[config.mk]
export PLATFORM = sky130hd
export DESIGN_NAME = mem_access_ctrl_flat
export DESIGN_NICKNAME = d
export VERILOG_FILES = /design/src/rtl/mem_access_ctrl_pkg.sv /design/src/rtl/mem_access_ctrl_if.sv /design/src/rtl/mem_access_ctrl_load_extend.sv /design/src/rtl/mem_access_ctrl.sv /design/src/flat_wrapper.sv
export SDC_FILE = /design/constraint.sdc
export NUM_CORES = 1
export LEC_CHECK = 0
export BUFFER_PORTS_ARGS = -buffer_cell sky130_fd_sc_hd__buf_2
export CAP_MARGIN = 15
export CORE_MARGIN = 5
export CORE_UTILIZATION = 35
export DETAILED_ROUTE_END_ITERATION = 16
export GPL_TIMING_DRIVEN = 1
export PLACE_DENSITY = 0.62
export SYNTH_ARGS = -nofsm -noshare
export SYNTH_HDL_FRONTEND = slang
export SYNTH_SLANG_ARGS = --single-unit
export TNS_END_PERCENT = 10
[constraint.sdc]
create_clock -name CLK -period 3.3 [get_ports CLK]
set_clock_uncertainty 0.15 [all_clocks]
set_input_delay 0.495 -clock CLK [delete_from_list [all_inputs] [get_ports CLK]]
set_output_delay 0.495 -clock CLK [all_outputs]
set_load 0.01 [all_outputs]
[src/rtl/mem_access_ctrl_pkg.sv]
// Shared encodings for the CPU-side memory access controller: FSM states,
// access-size codes, response error codes and a size-to-byte-count helper.
package mem_ctrl_pkg;

  typedef enum logic [2:0] {
    ST_IDLE    = 3'd0,
    ST_SETUP   = 3'd1,
    ST_ACCESS  = 3'd2,
    ST_RELEASE = 3'd3,
    ST_RESP    = 3'd4
  } state_t;

  localparam logic [1:0] MS_BYTE    = 2'b00;
  localparam logic [1:0] MS_HALF    = 2'b01;
  localparam logic [1:0] MS_WORD    = 2'b10;
  localparam logic [1:0] MS_ILLEGAL = 2'b11;

  localparam logic [1:0] ERR_OK      = 2'b00;
  localparam logic [1:0] ERR_RANGE   = 2'b01;
  localparam logic [1:0] ERR_TIMEOUT = 2'b10;
  localparam logic [1:0] ERR_SIZE    = 2'b11;

  function automatic logic [2:0] size_bytes(input logic [1:0] ms);
    case (ms)
      MS_BYTE: return 3'd1;
      MS_HALF: return 3'd2;
      default: return 3'd4;
    endcase
  endfunction

endpackage

[src/rtl/mem_access_ctrl_if.sv]
// Bundle of the CPU request/response handshake and the ram256x8 MOV/MOC bus.
// slave = the controller's view, master = the CPU datapath plus RAM side.
interface mem_access_ctrl_if;
  logic        req_valid;
  logic        req_ready;
  logic        req_write;
  logic [2:0]  req_ms;
  logic [31:0] req_addr;
  logic [31:0] req_wdata;
  logic        rsp_valid;
  logic [31:0] rsp_rdata;
  logic [1:0]  rsp_err;
  logic        MOV;
  logic        ReadWrite;
  logic [2:0]  MS_2_0;
  logic [31:0] Address;
  logic [31:0] DataIn;
  logic        MOC;
  logic [31:0] DataOut;

  modport slave (
    input  req_valid, req_write, req_ms, req_addr, req_wdata, MOC, DataOut,
    output req_ready, rsp_valid, rsp_rdata, rsp_err,
           MOV, ReadWrite, MS_2_0, Address, DataIn
  );

  modport master (
    output req_valid, req_write, req_ms, req_addr, req_wdata, MOC, DataOut,
    input  req_ready, rsp_valid, rsp_rdata, rsp_err,
           MOV, ReadWrite, MS_2_0, Address, DataIn
  );
endinterface

[src/rtl/mem_access_ctrl_load_extend.sv]
// Combinational sign/zero extension of RAM read data according to the
// access size (ms[1:0]) and signed-load flag (ms[2]).
module mem_load_extend
  import mem_ctrl_pkg::*;
(
  input  logic [2:0]  i_ms,
  input  logic [31:0] i_data,
  output logic [31:0] o_data
);

  always_comb begin
    o_data = i_data;
    case (i_ms[1:0])
      MS_BYTE: o_data = {{24{i_ms[2] & i_data[7]}},  i_data[7:0]};
      MS_HALF: o_data = {{16{i_ms[2] & i_data[15]}}, i_data[15:0]};
      MS_WORD: o_data = i_data;
      default: o_data = i_data;
    endcase
  end

endmodule

[src/rtl/mem_access_ctrl.sv]
// One-at-a-time load/store controller driving the ram256x8 MOV/MOC handshake.
// Optional MOC wait timeout is compiled in when MEM_TIMEOUT_EN is defined.
module mem_access_ctrl
  import mem_ctrl_pkg::*;
#(
  parameter int ADDR_LIMIT     = 256,
  parameter int TIMEOUT_CYCLES = 16
)
(
  input  logic         CLK,
  input  logic         RST_N,
  mem_access_ctrl_if.slave bus
);

  state_t      r_state;
  state_t      w_state_next;
  logic        r_write;
  logic [2:0]  r_ms;
  logic [31:0] r_addr;
  logic [31:0] r_wdata;
  logic [31:0] r_dout;
  logic [31:0] r_rsp_rdata;
  logic [1:0]  r_rsp_err;

  logic        w_ready;
  logic        w_mov;
  logic        w_rsp_valid;
  logic [1:0]  w_rsp_err;
  logic [31:0] w_rsp_rdata;
  logic [31:0] w_ext;
  logic [32:0] w_end;
  logic        w_timeout;

  // 33-bit end address so requests near 2^32 cannot wrap back into range.
  assign w_end = {1'b0, bus.req_addr} + 33'(size_bytes(bus.req_ms[1:0])) - 33'd1;

  mem_load_extend u_ext (
    .i_ms   (r_ms),
    .i_data (r_dout),
    .o_data (w_ext)
  );

`ifdef MEM_TIMEOUT_EN
  localparam int TMO_W = $clog2(TIMEOUT_CYCLES + 1);
  logic [TMO_W-1:0] r_tmo_cnt;

  always_ff @(posedge CLK or negedge RST_N) begin
    if (!RST_N)
      r_tmo_cnt <= '0;
    else if (w_state_next != r_state)
      r_tmo_cnt <= '0;
    else if (r_state == ST_ACCESS || r_state == ST_RELEASE)
      r_tmo_cnt <= r_tmo_cnt + TMO_W'(1);
  end

  // Fires on the edge that closes the TIMEOUT_CYCLES-th waiting cycle.
  assign w_timeout = (r_state == ST_ACCESS || r_state == ST_RELEASE) &&
                     (r_tmo_cnt == TMO_W'(TIMEOUT_CYCLES - 1));
`else
  logic w_unused_tmo;
  assign w_unused_tmo = (TIMEOUT_CYCLES != 0);
  assign w_timeout    = 1'b0;
`endif

  always_ff @(posedge CLK or negedge RST_N) begin
    if (!RST_N)
      r_state <= ST_IDLE;
    else
      r_state <= w_state_next;
  end

  always_comb begin
    w_state_next = r_state;
    w_ready      = 1'b0;
    w_mov        = 1'b0;
    w_rsp_valid  = 1'b0;
    w_rsp_err    = ERR_OK;
    w_rsp_rdata  = '0;
    case (r_state)
      ST_IDLE: begin
        w_ready = 1'b1;
        if (bus.req_valid) begin
          if (bus.req_ms[1:0] == MS_ILLEGAL) begin
            w_state_next = ST_RESP;
            w_rsp_err    = ERR_SIZE;
          end else if (w_end >= 33'(ADDR_LIMIT)) begin
            w_state_next = ST_RESP;
            w_rsp_err    = ERR_RANGE;
          end else begin
            w_state_next = ST_SETUP;
          end
        end
      end
      ST_SETUP: w_state_next = ST_ACCESS;
      ST_ACCESS: begin
        w_mov = 1'b1;
        if (bus.MOC) begin
          w_state_next = ST_RELEASE;
        end else if (w_timeout) begin
          w_state_next = ST_RESP;
          w_rsp_err    = ERR_TIMEOUT;
        end
      end
      ST_RELEASE: begin
        if (!bus.MOC) begin
          w_state_next = ST_RESP;
          w_rsp_rdata  = r_write ? 32'd0 : w_ext;
        end else if (w_timeout) begin
          w_state_next = ST_RESP;
          w_rsp_err    = ERR_TIMEOUT;
        end
      end
      ST_RESP: begin
        w_rsp_valid  = 1'b1;
        w_state_next = ST_IDLE;
      end
      default: w_state_next = ST_IDLE;
    endcase
  end

  always_ff @(posedge CLK or negedge RST_N) begin
    if (!RST_N) begin
      r_write     <= 1'b0;
      r_ms        <= '0;
      r_addr      <= '0;
      r_wdata     <= '0;
      r_dout      <= '0;
      r_rsp_rdata <= '0;
      r_rsp_err   <= ERR_OK;
    end else begin
      if (r_state == ST_IDLE && bus.req_valid) begin
        r_write <= bus.req_write;
        r_ms    <= bus.req_ms;
        r_addr  <= bus.req_addr;
        r_wdata <= bus.req_wdata;
      end
      if (r_state == ST_ACCESS && bus.MOC)
        r_dout <= bus.DataOut;
      // Response fields only change on entry to RESP and hold afterwards.
      if (w_state_next == ST_RESP) begin
        r_rsp_err   <= w_rsp_err;
        r_rsp_rdata <= w_rsp_rdata;
      end
    end
  end

  assign bus.req_ready = w_ready;
  assign bus.MOV       = w_mov;
  assign bus.rsp_valid = w_rsp_valid;
  assign bus.rsp_rdata = r_rsp_rdata;
  assign bus.rsp_err   = r_rsp_err;
  assign bus.ReadWrite = ~r_write;
  assign bus.MS_2_0    = r_ms;
  assign bus.Address   = r_addr;
  assign bus.DataIn    = r_wdata;

endmodule

[src/flat_wrapper.sv]
// flat-port wrapper written by rule: the top's interface ports become plain ports
module mem_access_ctrl_flat import mem_ctrl_pkg::*;
#(
  parameter int ADDR_LIMIT     = 256,
  parameter int TIMEOUT_CYCLES = 16
)
  (CLK, RST_N, bus_req_valid, bus_req_write, bus_req_ms, bus_req_addr, bus_req_wdata, bus_MOC, bus_DataOut, bus_req_ready, bus_rsp_valid, bus_rsp_rdata, bus_rsp_err, bus_MOV, bus_ReadWrite, bus_MS_2_0, bus_Address, bus_DataIn);
  mem_access_ctrl_if bus_i ();
  input  logic CLK;
  input  logic RST_N;
  input wire logic [$bits(bus_i.req_valid)-1:0] bus_req_valid;
  input wire logic [$bits(bus_i.req_write)-1:0] bus_req_write;
  input wire logic [$bits(bus_i.req_ms)-1:0] bus_req_ms;
  input wire logic [$bits(bus_i.req_addr)-1:0] bus_req_addr;
  input wire logic [$bits(bus_i.req_wdata)-1:0] bus_req_wdata;
  input wire logic [$bits(bus_i.MOC)-1:0] bus_MOC;
  input wire logic [$bits(bus_i.DataOut)-1:0] bus_DataOut;
  output wire logic [$bits(bus_i.req_ready)-1:0] bus_req_ready;
  output wire logic [$bits(bus_i.rsp_valid)-1:0] bus_rsp_valid;
  output wire logic [$bits(bus_i.rsp_rdata)-1:0] bus_rsp_rdata;
  output wire logic [$bits(bus_i.rsp_err)-1:0] bus_rsp_err;
  output wire logic [$bits(bus_i.MOV)-1:0] bus_MOV;
  output wire logic [$bits(bus_i.ReadWrite)-1:0] bus_ReadWrite;
  output wire logic [$bits(bus_i.MS_2_0)-1:0] bus_MS_2_0;
  output wire logic [$bits(bus_i.Address)-1:0] bus_Address;
  output wire logic [$bits(bus_i.DataIn)-1:0] bus_DataIn;
  assign bus_i.req_valid = bus_req_valid;
  assign bus_i.req_write = bus_req_write;
  assign bus_i.req_ms = bus_req_ms;
  assign bus_i.req_addr = bus_req_addr;
  assign bus_i.req_wdata = bus_req_wdata;
  assign bus_i.MOC = bus_MOC;
  assign bus_i.DataOut = bus_DataOut;
  assign bus_req_ready = bus_i.req_ready;
  assign bus_rsp_valid = bus_i.rsp_valid;
  assign bus_rsp_rdata = bus_i.rsp_rdata;
  assign bus_rsp_err = bus_i.rsp_err;
  assign bus_MOV = bus_i.MOV;
  assign bus_ReadWrite = bus_i.ReadWrite;
  assign bus_MS_2_0 = bus_i.MS_2_0;
  assign bus_Address = bus_i.Address;
  assign bus_DataIn = bus_i.DataIn;
  mem_access_ctrl #(.ADDR_LIMIT(ADDR_LIMIT), .TIMEOUT_CYCLES(TIMEOUT_CYCLES)) u_core (.CLK(CLK), .RST_N(RST_N), .bus(bus_i));
endmodule
Yosys cells after proc, flatten, opt, wreduce, memory -nomap -nowiden --
Cells that the tools add are included.
Word-level totals: output and inout bits 105, memory bits (writable) 0, latch bits 0, bits in read-only memories 0, input bits 104, memories 0, register bits after elaboration 137
Cells by class: reductions and logical operators 5, $lt $le $gt $ge 1, multiply operators 0, bitwise operators 3, eq/ne operators 8, add/subtract/negate cells 2, shifts and indexed selects 0, div/mod/pow operators 0, muxes and demuxes 18
Operator list (count):
- $mux W32 | 3
- $pmux W32 S2 | 1
- $add A32 B3 Y33 | 1
- $ge A33 B9 Y1 const B | 1
- $sub A33 B1 Y33 const B | 1
- $mux W3 | 5
- $pmux W3 S4 | 1
- $eq A3 B2 Y1 const B | 2
- $eq A3 B3 Y1 const B | 2
- $mux W2 | 3
- $pmux W3 S2 | 1
- $eq A2 B1 Y1 const B | 2
- $logic_not A2 Y1 | 2
- $mux W1 | 4
- $eq A3 B1 Y1 const B | 1
- $logic_not A3 Y1 | 1
- $and A1 B1 Y1 | 2
- $eq A2 B2 Y1 const B | 1
- $logic_and A1 B1 Y1 | 2
- $not A1 Y1 | 1

Depth between registers and ports, before layout --
depth in word-level cells 10, depth in mapped cells 18, mapped depth without buffers 17

Modules after synthesis --
From an unflattened synthesis, not the netlist that was laid out.
Unflattened totals: cells, all modules 806, area, all modules 7584.8 µm²
By module, submodules not included:
- mem_access_ctrl | area an instance 7199.4 µm², sequential area each 3428.3 µm², cells each 740, times used 1
- mem_load_extend | area an instance 385.4 µm², sequential area each 0.0 µm², cells each 66, times used 1

Least setup slack after synthesis --
No wires, ideal clock.
path kind in2reg, from input bus_req_ms[1], to register u_core.r_rsp_rdata[21], in the netlist u_core.bus.rsp_rdata[21], setup time 144 ps, required time 3006 ps, slack -696 ps, arrival time 3702 ps, stages 17, cells stage by stage or2_2 ha_1 inv_1 ha_1 inv_1 fa_1 nand2b_1 a21o_1 a211oi_1 o31ai_2 a21oi_1 nor4_1 a211o_1 nand4_1 o31a_1 buf_4 o22ai_2
Between the ends: longest elaborated chain between the ends 10
Ends and longest elaborated chain:
- start: declaration | RTL line flat_wrapper.sv:13 | input wire logic [$bits(bus_i.req_ms)-1:0] bus_req_ms;
- $eq A2 B1 Y1 / $logic_not A2 Y1 (equally long branches) | RTL line mem_access_ctrl_pkg.sv:24 | case (ms)
- $pmux W3 S2 | RTL line mem_access_ctrl_pkg.sv:24
- $add A32 B3 Y33 | RTL line mem_access_ctrl.sv:35 | assign w_end = {1'b0, bus.req_addr} + 33'(size_bytes(bus.req_ms[1:0])) - 33'd1;
- $sub A33 B1 Y33 | RTL line mem_access_ctrl.sv:35
- $ge A33 B9 Y1 | RTL line mem_access_ctrl.sv:86 | end else if (w_end >= 33'(ADDR_LIMIT)) begin
- $mux W3 | RTL line mem_access_ctrl.sv:86
- $mux W3 * | RTL line mem_access_ctrl.sv:83 | if (bus.req_ms[1:0] == MS_ILLEGAL) begin
- $mux W3 * | RTL line mem_access_ctrl.sv:82 | if (bus.req_valid) begin
- $pmux W3 S4 * | RTL line mem_access_ctrl.sv:79 | case (r_state)
- $eq A3 B3 Y1 * | RTL line mem_access_ctrl.sv:140 | if (w_state_next == ST_RESP) begin
- end signal: assignment | RTL line mem_access_ctrl.sv:142 | r_rsp_rdata <= w_rsp_rdata;
- end: declaration | RTL line mem_access_ctrl.sv:22 | logic [31:0] r_rsp_rdata;
Every way passes the cells marked *; elsewhere a longest branch is shown, timed or not. A chain may end at the register's enable or synchronous reset.

Worst setup path after layout --
from input bus_req_ms[0], to register u_core.r_rsp_rdata[0], in the netlist u_core.bus.rsp_rdata[0]
The elaborated chain is that of the path after synthesis.

==> flow_summary.json <==
{
  "async_reset_ff_share_pct": 100,
  "wirelength_um": 23300,
  "min_path_type": "in -> reg",
  "synth_cell_types": 66,
  "ys.flop_type": "dfrtp_1",
  "design_area_um2": 11000,
  "syn_area_um2": 7670,
  "synthCells": 854,
  "wire_per_inst_um": 15.6,
  "violations": "setup timing",
  "critPathMaxStageDelay_ns": 0.41,
  "portBuffers": 208,
  "min_period_over_period_pct": 112,
  "avgSynthCellArea_um2": 8.98,
  "cts_inserted_buffers": 17,
  "worstHoldStart": "bus_req_wdata[3]",
  "crit_type": "in -> reg",
  "antenna_found_initial": 0,
  "drv_slew": 0,
  "peakVddDrop_mv": 0.318,
  "maxCapViolCount": 0,
  "rows": 54,
  "clk_latency_ns": 0.42,
  "yosysSeqAreaShare_pct": 44.7,
  "worst_hold_path.endpoint": "u_core.bus.DataIn[3]",
  "coreArea_um2": 21700,
  "post-route-min-period_ns": 3.69,
  "grt_most_used_layer": "met2",
  "htree_num_levels": 4,
  "nets": 1335,
  "grt_use_met1_pct": 23.4,
  "dieWidth_um": 158,
  "grt_use_met3_pct": 3.47,
  "start_kind": "input port",
  "p_leak_nw": 5.63,
  "finalSetupViolCount": 36,
  "drt_pass1_iterations": 5,
  "crit_path_max_fanout": 8,
  "grt_pass1_wl_um": 37300,
  "post-place-ws_ns": -0.975,
  "cts_tree": "yes",
  "drt_iter0_drc": 338,
  "drive_gt1_share_pct": 41.4,
  "path_cells": "buf_6 > or2_4 > ha_4 > inv_2 > ha_4 > inv_2 > fa_2 > nand2b_4 > a21o_1 > a211oi_2 > buf_4 > o31ai_4 > mux2_4 > nand4_1 > nor4_2 > nand4_1 > o31a_4 > buf_12 > o21ai_1",
  "io_pins": 209,
  "yosys.area.top_type": "dfrtp_1",
  "synth_common_cells": "nand2_1, dfrtp_1, o21ai_0",
  "worstHoldPathCells": 3,
  "start_util_pct": 35.4,
  "clk_pin_slew_worst_paths_ns": 0.07,
  "cts.sinks": 137,
  "fmax_ghz": 0.271,
  "slew-limit-headroom_pct": 47.3,
  "cp-end-kind": "register",
  "required_ns": 3.50,
  "worstMarginPinSlew_ns": 0.790,
  "hold_viol_final": 0,
  "r2r-start": "u_core.r_state[0]",
  "dieArea_um2": 25000,
  "synth_edf_count": 0,
  "finalPower_mw": 7.50,
  "cts-root-buf": "clkbuf_16",
  "synth-seq-cells": 137,
  "final.setup.worst_slack_ns": -0.387,
  "hold_ws_ns": 0.110,
  "synth.area.top_cells": "dfrtp_1, nand2_1, ha_1",
  "critPathSlowestCell": "o31a_4",
  "timing.rr.end": "u_core.bus.Address[31]",
  "synth_nets": 993,
  "area_growth_pct": 43.2,
  "synth.most_common_cell": "nand2_1",
  "grt_setup_unrepaired": "yes",
  "n_antenna_cell": 0,
  "status": "finished, violations left",
  "drc": 0,
  "place_area_um2": 10100,
  "track_usage_pct": 18.5,
  "clock_path_buffers": 2,
  "dp_hpwl_um": 17400,
  "cp.arrival_ns": 3.89,
  "power_density_nw_per_um2": 683,
  "ant_nets": 0,
  "vias_per_cell": 4.97,
  "overflow": 0,
  "grt_start_max_net_pins": 74,
  "met2_usage_pct": 32.3,
  "yosys_warnings": 0,
  "rrSetupSlack_ns": 0.98,
  "die_y_um": 158,
  "gp_congestion": 0.912,
  "final_core_util_pct": 50.7,
  "worstRegToRegCells": 5,
  "grt_pass1_vias": 7444,
  "vias": 7403,
  "synth_top_area_share_pct": 44.7
}
==> through the flow <==
stage,instances,setup TNS (ns)
after CTS,1485,-11.58
final,1489,-12.71
after global placement,1447,-29.99
after detailed placement,1447,-32.63
after floorplan,854,-11.22
after global routing,1489,-17.95
==> timing repair <==
action / 4_1_cts / 5_1_grt
hold buffers: 1 / 0
setup buffers: 4 / 4
pin swaps: 24 / 6
setup endpoints to repair: 36 / 36
gates resized for setup: 28 / 3
hold endpoints to repair: 65 / 0
cloned: 2 / 0
==> worst max-delay path: cells and delay by family <==
family          cells  cell delay, ns
compound gates      5            1.03
fa+ha+maj           3            0.62
buf+inv             5            0.54
mux                 1            0.21
simple gates        5            0.98
==> sequential cells by signal, summed over array words and instances, names as in the netlist <==
signal	cells
u_core.bus.Address	32
u_core.bus.rsp_rdata	32
u_core.bus.MS_2_0	3
u_core.r_write	1
u_core.bus.DataIn	32
u_core.r_dout	32
u_core.bus.rsp_err	2
u_core.r_state	3
==> placed cells by master, fill, tap and decap left out, drive strengths merged, types with 3 or more instances in the layout <==
cell / n
nor2b: 21
nor3: 13
o211ai: 4
o22ai: 18
nand3: 4
mux2: 34
nand2b: 3
dfrtp: 137
bufinv: 3
ha: 34
nand2: 216
nor4: 6
o21bai: 3
a21oi: 38
xnor2: 8
o21ai: 87
xor2: 4
o21a: 13
a211oi: 7
clkbuf: 17
clkinv: 3
a21o: 10
o31ai: 4
mux2i: 4
nand4: 18
a211o: 5
inv: 56
nor2: 26
buf: 372
and3: 4
==> final cells by class <==
| class | instances | area [um2] |
|---|---|---|
| multi-input combinational | 619 | 4010 |
| clock inverter | 15 | 205 |
| fill | 2026 | 10700 |
| timing repair buffer | 373 | 2380 |
| clock buffer | 17 | 425 |
| tap | 280 | 350 |
| sequential | 137 | 3430 |
| inverter | 48 | 183 |
==> kinds of logic (layout without fill, tap and decap cells) <==
logic type | after synthesis | in the layout | share of synthesized area [%]
fa+ha+maj | 35 | 35 | 5.81
mux | 38 | 38 | 5.51
simple gates | 318 | 318 | 17.9
xor+xnor | 12 | 12 | 1.37
buf+inv | 98 | 453 | 5.41
flops | 137 | 137 | 44.7
compound gates | 216 | 216 | 19.3
==> how the worst max path moves through the flow <==
stage	cells after the start	to	slack (ns)	from
6_report	19	u_core.bus.rsp_rdata[0]	-0.39	bus_req_ms[0]
4_1_cts	19	u_core.bus.rsp_rdata[14]	-0.36	bus_req_ms[0]
3_5_place_dp	20	u_core.bus.rsp_rdata[0]	-0.98	bus_req_ms[1]
2_1_floorplan	17	u_core.bus.rsp_err[0]	-0.39	bus_req_ms[1]
5_1_grt	19	u_core.bus.rsp_rdata[0]	-0.55	bus_req_ms[0]
3_3_place_gp	20	u_core.bus.rsp_rdata[15]	-0.88	bus_req_ms[1]
==> power breakdown <==
| group | internal, mW | switching (mW) | leakage (nW) |
|---|---|---|---|
| Clock | 1.22 | 0.847 | 0.308 |
| Sequential | 2.30 | 0.344 | 1.73 |
| Combinational | 1.27 | 1.52 | 3.59 |
==> metal layers <==
metal	routed length, um	vias up
li1	-	3636
met1	10100	3547
met2	11700	194
met3	1190	26
met4	356	0
met5	0	-
Power figures use the tool's default switching activity.
